<file path="src/rtl/l2_port_scheduler_if.sv">
// Bundle of the requester-side and L2-side signals of the L2 port scheduler.
// master: the scheduler's view; slave: the environment (requesters and L2).
interface l2_port_scheduler_if;
    // Requester side
    logic         i_read;
    logic [15:0]  i_address;
    logic         d_read;
    logic         d_write;
    logic [15:0]  d_address;
    logic [127:0] d_wdata;
    logic         p_read;
    logic [15:0]  p_address;
    logic         i_resp;
    logic         d_resp;
    logic         p_resp;
    logic [127:0] rdata;
    // L2 side
    logic         l2_mem_read;
    logic         l2_mem_write;
    logic [15:0]  l2_mem_address;
    logic [127:0] l2_mem_wdata;
    logic         l2_mem_resp;
    logic [127:0] l2_mem_rdata;

    modport master (
        input  i_read, i_address, d_read, d_write, d_address, d_wdata,
               p_read, p_address, l2_mem_resp, l2_mem_rdata,
        output i_resp, d_resp, p_resp, rdata,
               l2_mem_read, l2_mem_write, l2_mem_address, l2_mem_wdata
    );

    modport slave (
        output i_read, i_address, d_read, d_write, d_address, d_wdata,
               p_read, p_address, l2_mem_resp, l2_mem_rdata,
        input  i_resp, d_resp, p_resp, rdata,
               l2_mem_read, l2_mem_write, l2_mem_address, l2_mem_wdata
    );
endinterface

</file>
<file path="src/rtl/l2_port_scheduler.sv">
// Shares one L2 line port between I-cache (0), D-side (1) and prefetcher (2).
// I/D are round-robin; prefetch is lowest priority with a starvation override.
module l2_port_scheduler #(
    parameter int unsigned STARVE_LIMIT = 16,
    parameter int unsigned STARVE_W     = 5
) (
    input  logic                 clk,
    input  logic                 rst_n,
    l2_port_scheduler_if.master  bus
);

    typedef enum logic [1:0] {
        IDLE = 2'd0,
        BUSY = 2'd1,
        DONE = 2'd2
    } state_t;

    localparam logic [STARVE_W-1:0] LIMIT = STARVE_W'(STARVE_LIMIT);

    state_t                state_q, state_d;
    logic                  rr_last_q, rr_last_d;
    logic [STARVE_W-1:0]   starve_q, starve_d;
    logic [1:0]            owner_q, owner_d;
    logic                  write_q, write_d;
    logic [15:0]           addr_q, addr_d;
    logic [127:0]          wdata_q, wdata_d;
    logic [127:0]          rdata_q, rdata_d;

    logic                  d_req;
    logic                  grant_vld;
    logic [1:0]            grant_id;

    assign d_req = bus.d_read | bus.d_write;

    // Arbitration among pending requests; only acted upon in IDLE
    always_comb begin
        grant_vld = 1'b1;
        grant_id  = 2'd0;
        if (starve_q == LIMIT && bus.p_read) begin
            grant_id = 2'd2;
        end else if (bus.i_read && d_req) begin
            grant_id = rr_last_q ? 2'd0 : 2'd1;
        end else if (bus.i_read) begin
            grant_id = 2'd0;
        end else if (d_req) begin
            grant_id = 2'd1;
        end else if (bus.p_read) begin
            grant_id = 2'd2;
        end else begin
            grant_vld = 1'b0;
        end
    end

    // State and latched-request registers
    always_ff @(posedge clk or negedge rst_n) begin
        if (!rst_n) begin
            state_q   <= IDLE;
            rr_last_q <= 1'b1;
            starve_q  <= '0;
            owner_q   <= '0;
            write_q   <= 1'b0;
            addr_q    <= '0;
            wdata_q   <= '0;
            rdata_q   <= '0;
        end else begin
            state_q   <= state_d;
            rr_last_q <= rr_last_d;
            starve_q  <= starve_d;
            owner_q   <= owner_d;
            write_q   <= write_d;
            addr_q    <= addr_d;
            wdata_q   <= wdata_d;
            rdata_q   <= rdata_d;
        end
    end

    // Next-state: FSM transitions, grant latching, starvation count, read capture
    always_comb begin
        state_d   = state_q;
        rr_last_d = rr_last_q;
        owner_d   = owner_q;
        write_d   = write_q;
        addr_d    = addr_q;
        wdata_d   = wdata_q;
        rdata_d   = rdata_q;

        unique case (state_q)
            IDLE: begin
                if (grant_vld) begin
                    state_d = BUSY;
                    owner_d = grant_id;
                    wdata_d = bus.d_wdata;
                    write_d = 1'b0;
                    unique case (grant_id)
                        2'd0: begin
                            addr_d    = bus.i_address;
                            rr_last_d = 1'b0;
                        end
                        2'd1: begin
                            addr_d    = bus.d_address;
                            // A simultaneous read is dropped; write takes the slot
                            write_d   = bus.d_write;
                            rr_last_d = 1'b1;
                        end
                        default: addr_d = bus.p_address;
                    endcase
                end
            end
            BUSY: begin
                if (bus.l2_mem_resp) begin
                    state_d = DONE;
                    rdata_d = bus.l2_mem_rdata;
                end
            end
            DONE:    state_d = IDLE;
            default: state_d = IDLE;
        endcase

        // Counts waiting cycles of a pending prefetch, saturating at the limit
        if (!bus.p_read || (state_q == IDLE && grant_vld && grant_id == 2'd2)) begin
            starve_d = '0;
        end else if (starve_q != LIMIT) begin
            starve_d = starve_q + 1'b1;
        end else begin
            starve_d = starve_q;
        end
    end

    // Outputs decoded from state so strobes fall with the async reset
    always_comb begin
        bus.l2_mem_read    = 1'b0;
        bus.l2_mem_write   = 1'b0;
        bus.l2_mem_address = '0;
        bus.l2_mem_wdata   = '0;
        bus.i_resp         = 1'b0;
        bus.d_resp         = 1'b0;
        bus.p_resp         = 1'b0;
        bus.rdata          = rdata_q;
        if (state_q == BUSY) begin
            bus.l2_mem_read    = ~write_q;
            bus.l2_mem_write   = write_q;
            bus.l2_mem_address = addr_q;
            bus.l2_mem_wdata   = write_q ? wdata_q : '0;
        end
        if (state_q == DONE) begin
            bus.i_resp = (owner_q == 2'd0);
            bus.d_resp = (owner_q == 2'd1);
            bus.p_resp = (owner_q == 2'd2);
        end
    end

endmodule

</file>
<file path="src/flat_wrapper.sv">
// flat-port wrapper written by rule: the top's interface ports become plain ports
module l2_port_scheduler_flat 
#(
    parameter int unsigned STARVE_LIMIT = 16,
    parameter int unsigned STARVE_W     = 5
)
  (clk, rst_n, bus_i_read, bus_i_address, bus_d_read, bus_d_write, bus_d_address, bus_d_wdata, bus_p_read, bus_p_address, bus_l2_mem_resp, bus_l2_mem_rdata, bus_i_resp, bus_d_resp, bus_p_resp, bus_rdata, bus_l2_mem_read, bus_l2_mem_write, bus_l2_mem_address, bus_l2_mem_wdata);
  l2_port_scheduler_if bus_i ();
  input  logic clk;
  input  logic rst_n;
  input wire logic [$bits(bus_i.i_read)-1:0] bus_i_read;
  input wire logic [$bits(bus_i.i_address)-1:0] bus_i_address;
  input wire logic [$bits(bus_i.d_read)-1:0] bus_d_read;
  input wire logic [$bits(bus_i.d_write)-1:0] bus_d_write;
  input wire logic [$bits(bus_i.d_address)-1:0] bus_d_address;
  input wire logic [$bits(bus_i.d_wdata)-1:0] bus_d_wdata;
  input wire logic [$bits(bus_i.p_read)-1:0] bus_p_read;
  input wire logic [$bits(bus_i.p_address)-1:0] bus_p_address;
  input wire logic [$bits(bus_i.l2_mem_resp)-1:0] bus_l2_mem_resp;
  input wire logic [$bits(bus_i.l2_mem_rdata)-1:0] bus_l2_mem_rdata;
  output wire logic [$bits(bus_i.i_resp)-1:0] bus_i_resp;
  output wire logic [$bits(bus_i.d_resp)-1:0] bus_d_resp;
  output wire logic [$bits(bus_i.p_resp)-1:0] bus_p_resp;
  output wire logic [$bits(bus_i.rdata)-1:0] bus_rdata;
  output wire logic [$bits(bus_i.l2_mem_read)-1:0] bus_l2_mem_read;
  output wire logic [$bits(bus_i.l2_mem_write)-1:0] bus_l2_mem_write;
  output wire logic [$bits(bus_i.l2_mem_address)-1:0] bus_l2_mem_address;
  output wire logic [$bits(bus_i.l2_mem_wdata)-1:0] bus_l2_mem_wdata;
  assign bus_i.i_read = bus_i_read;
  assign bus_i.i_address = bus_i_address;
  assign bus_i.d_read = bus_d_read;
  assign bus_i.d_write = bus_d_write;
  assign bus_i.d_address = bus_d_address;
  assign bus_i.d_wdata = bus_d_wdata;
  assign bus_i.p_read = bus_p_read;
  assign bus_i.p_address = bus_p_address;
  assign bus_i.l2_mem_resp = bus_l2_mem_resp;
  assign bus_i.l2_mem_rdata = bus_l2_mem_rdata;
  assign bus_i_resp = bus_i.i_resp;
  assign bus_d_resp = bus_i.d_resp;
  assign bus_p_resp = bus_i.p_resp;
  assign bus_rdata = bus_i.rdata;
  assign bus_l2_mem_read = bus_i.l2_mem_read;
  assign bus_l2_mem_write = bus_i.l2_mem_write;
  assign bus_l2_mem_address = bus_i.l2_mem_address;
  assign bus_l2_mem_wdata = bus_i.l2_mem_wdata;
  l2_port_scheduler #(.STARVE_LIMIT(STARVE_LIMIT), .STARVE_W(STARVE_W)) u_core (.clk(clk), .rst_n(rst_n), .bus(bus_i));
endmodule
</file>
<file path="config.mk">
export PLATFORM = sky130hd
export DESIGN_NAME = l2_port_scheduler_flat
export DESIGN_NICKNAME = d
export VERILOG_FILES = /design/src/rtl/l2_port_scheduler_if.sv /design/src/rtl/l2_port_scheduler.sv /design/src/flat_wrapper.sv
export SDC_FILE = /design/constraint.sdc
export NUM_CORES = 1
export LEC_CHECK = 0
export CORE_AREA = 2 2 227 229
export CTS_BUF_LIST = sky130_fd_sc_hd__clkbuf_8
export DETAILED_ROUTE_END_ITERATION = 10
export DIE_AREA = 0 0 229 231
export DONT_BUFFER_PORTS = 1
export SKIP_LAST_GASP = 1
export SLEW_MARGIN = 25
export SYNTH_ARGS = -nofsm -noshare
export SYNTH_HDL_FRONTEND = slang
export SYNTH_SLANG_ARGS = --single-unit
</file>
<file path="constraint.sdc">
create_clock -name clk -period 4.9 [get_ports clk]
set_input_delay 0.98 -clock clk [delete_from_list [all_inputs] [get_ports clk]]
set_output_delay 0.98 -clock clk [all_outputs]
set_load 0.01 [all_outputs]
</file>
==> flow_summary.json <==
{
  "grt_antenna_before_repair": 6,
  "coreArea_um2": 50700,
  "critPathCaptureType": "primary output",
  "power_uw": 9650,
  "worst_ir_drop_vdd_v": 0.000252,
  "stdcell_count": 1836,
  "die_h_um": 231,
  "cp.required_ps": 3920,
  "htreeDepth": 2,
  "num_vias": 8346,
  "yosysWarningCount": 0,
  "ys_ff_latch": 283,
  "r2r_slack_ps": 2240,
  "wl_mm": 34.8,
  "period_needed_ps": 3280,
  "reg2reg_from": "u_core.state_q[1]",
  "holdWs_ps": 105,
  "clock_latency_ps": 590,
  "fmax_mhz": 305,
  "relSlewSlack_pct": 29.7,
  "drive_gt1_share_pct": 18.3,
  "finClkSkew_ps": 18.1,
  "synth_largest_area_cell": "dfrtp_1",
  "drv_cap": 0,
  "synth_top_area_share_pct": 58.2,
  "num_rows": 83,
  "fin_setup_tns_ps": 0,
  "io_pins": 588,
  "synth_area_um2": 12100,
  "synth_edf_count": 0,
  "drtIter0Drc": 451,
  "grt_pass1_wl_mm": 51.2,
  "yosys_most_used_dff": "dfrtp_1",
  "synthDistinctLibCells": 37,
  "critPathMaxFanout": 102,
  "cts_resized": 0,
  "viasPerCell": 4.55,
  "synthToLayoutAreaGrowth_pct": 12.5,
  "status": "complete, no violations",
  "cp-start-kind": "flip-flop",
  "syn_nets": 1453,
  "rsz0062_at_grt": "no",
  "multi_input_area_um2": 4540,
  "clock-root-buffer": "clkbuf_8",
  "reg2reg_to": "u_core.addr_q[2]",
  "hpwlAfterDp_mm": 24.2,
  "ys_top_cells_by_area": "dfrtp_1, nand2_1, mux2_2",
  "utilization_pct": 26.9,
  "ys_top_cells_by_count": "nand2_1, dfrtp_1, and3_1, mux2_2, clkbuf_1",
  "track_usage_pct": 12.3,
  "clkTransAtPathRegs_ps": 70,
  "syn_avg_cell_area_um2": 10.6,
  "slew_violations": 0,
  "syn_inst": 1140,
  "fillCellCount": 5374,
  "drc_errors": 0,
  "post-cts-setup-buffers": 0,
  "hold_class": "in2async",
  "routedWlPerCell_um": 18.9,
  "worst_slew_pin_slew_ps": 1040,
  "die_w_um": 229,
  "hold_violations": 0,
  "numCtsBuffers": 50,
  "p_leak_uw": 0.00671,
  "grt_max_degree": 284,
  "cts_tree": "done",
  "cts_hold_buf": 0,
  "io_buffers": 0,
  "die_area_um2": 52900,
  "drt_pass1_iterations": 5,
  "async_flop_share_pct": 100,
  "nNetsFinal": 1431,
  "grt.overflow.total": 0,
  "drtAntennaViolNets": 0,
  "clock-sinks": 283,
  "gp_congestion": 0.903,
  "place_inst": 1745,
  "clock_path_buffers": 3,
  "yosysMostFrequentCell": "nand2_1",
  "arrival_ps": 2300,
  "worstSetupPathType": "reg2out",
  "setup_viol": 0,
  "r2r_cells": 5,
  "grt_pass1_vias": 8605,
  "layout.area.seq_um2": 7090,
  "ys_seq_area_share_pct": 58.4,
  "powerDensity_nw_per_um2": 707,
  "start_util_pct": 23.9,
  "fin_crit_sh_pct": 67.0
}
-- worst max-delay path: stages (launching register included) --
cell and delay [ps]:
dfrtp_4 980, buf_4 420, and3_1 300
-- worst max-delay path by stage --
| stage | startpoint | end | slack (ps) | cells after the start |
|---|---|---|---|---|
| floorplan | u_core.state_q[0] | bus_l2_mem_wdata[100] | 2610 | 5 |
| global placement | bus_d_write | u_core.addr_q[1] | 2010 | 5 |
| detailed placement | bus_d_write | u_core.addr_q[7] | 1940 | 5 |
| CTS | u_core.write_q | bus_l2_mem_wdata[62] | 1490 | 2 |
| global route | u_core.write_q | bus_l2_mem_wdata[58] | 1430 | 2 |
| finish | u_core.write_q | bus_l2_mem_wdata[59] | 1620 | 2 |
-- registers in the layout (all words and copies together), names as in the netlist --
| signal | cells |
|---|---|
| u_core.state_q | 2 |
| u_core.write_q | 1 |
| u_core.bus.rdata | 128 |
| u_core.owner_q | 2 |
| u_core.rr_last_q | 1 |
| u_core.wdata_q | 128 |
| u_core.addr_q | 16 |
| u_core.starve_q | 5 |
-- layout by cell type, fill, tap and decap left out, types with 2 or more instances in the layout --
cell      netlist  final
nand3_1        11     11
mux2_2        119    119
a221oi_1        8      8
buf_4          14      3
nor3_1          2      2
clkbuf_8        0     64
and2_1         18     17
nor4b_1         2      2
a21oi_1        13     13
inv_1           5     23
nor4bb_1        2      2
nor2_1         22     22
buf_12          0      5
diode_2         0      3
nand2_1       402    402
ha_1            2      2
mux2_1          9      9
dfrtp_1       282    281
and3_1        128    128
xnor2_1         2      2
clkinv_2        0      3
mux2i_1         4      4
o21ai_0         3      3
xor2_1          2      2
a211oi_1        3      3
a221oi_2        5      5
-- area by class of cell --
class | instances | area share, %
clock inverters | 23 | 0.880
flip-flops and latches | 283 | 51.9
well taps | 680 | 6.23
clock buffers | 64 | 6.45
multi-input cells | 769 | 33.2
inverters | 5 | 0.137
diodes | 3 | 0.0550
repair buffers | 9 | 1.10
-- metal layers --
layer | up-vias | GRT usage, % | wire (um)
met4 | 4 | 5.26 | 1000
met2 | 382 | 19.5 | 17100
met5 | - | 0 | 29
met3 | 79 | 3.46 | 2630
li1 | 3708 | - | -
met1 | 4173 | 15.6 | 14000
-- report_power, final --
group	internal (uW)	total (uW)	switching [uW]	leakage (uW)
registers	3510	4650	1130	0.00339
logic	1170	2830	1670	0.00274
clock network	1210	2170	955	0.000582
total	5890	9650	3760	0.00671
-- logic make-up (layout without fill, tap and decap cells) --
group / count (synthesis) / after routing / share of synthesized area (%)
multiplexers: 132 / 132 / 12.2
other: 0 / 3 / 0
AO/OA/AOI/OAI: 40 / 40 / 2.61
XOR/XNOR: 4 / 4 / 0.289
AND/OR/NAND/NOR: 591 / 591 / 21.8
flip-flops: 283 / 283 / 58.4
buffers and inverters: 88 / 101 / 4.54
adder cells (fa/ha/maj): 2 / 2 / 0.206
-- per-stage QoR --
stage          worst slack (ps)  area, um^2
6_report                   1620       13700
5_1_grt                    1430       13600
4_1_cts                    1490       13600
3_5_place_dp               1940       12600
3_3_place_gp               2010       12600
2_1_floorplan              2610       12100
No activity file was read; power rests on OpenSTA's default activity.
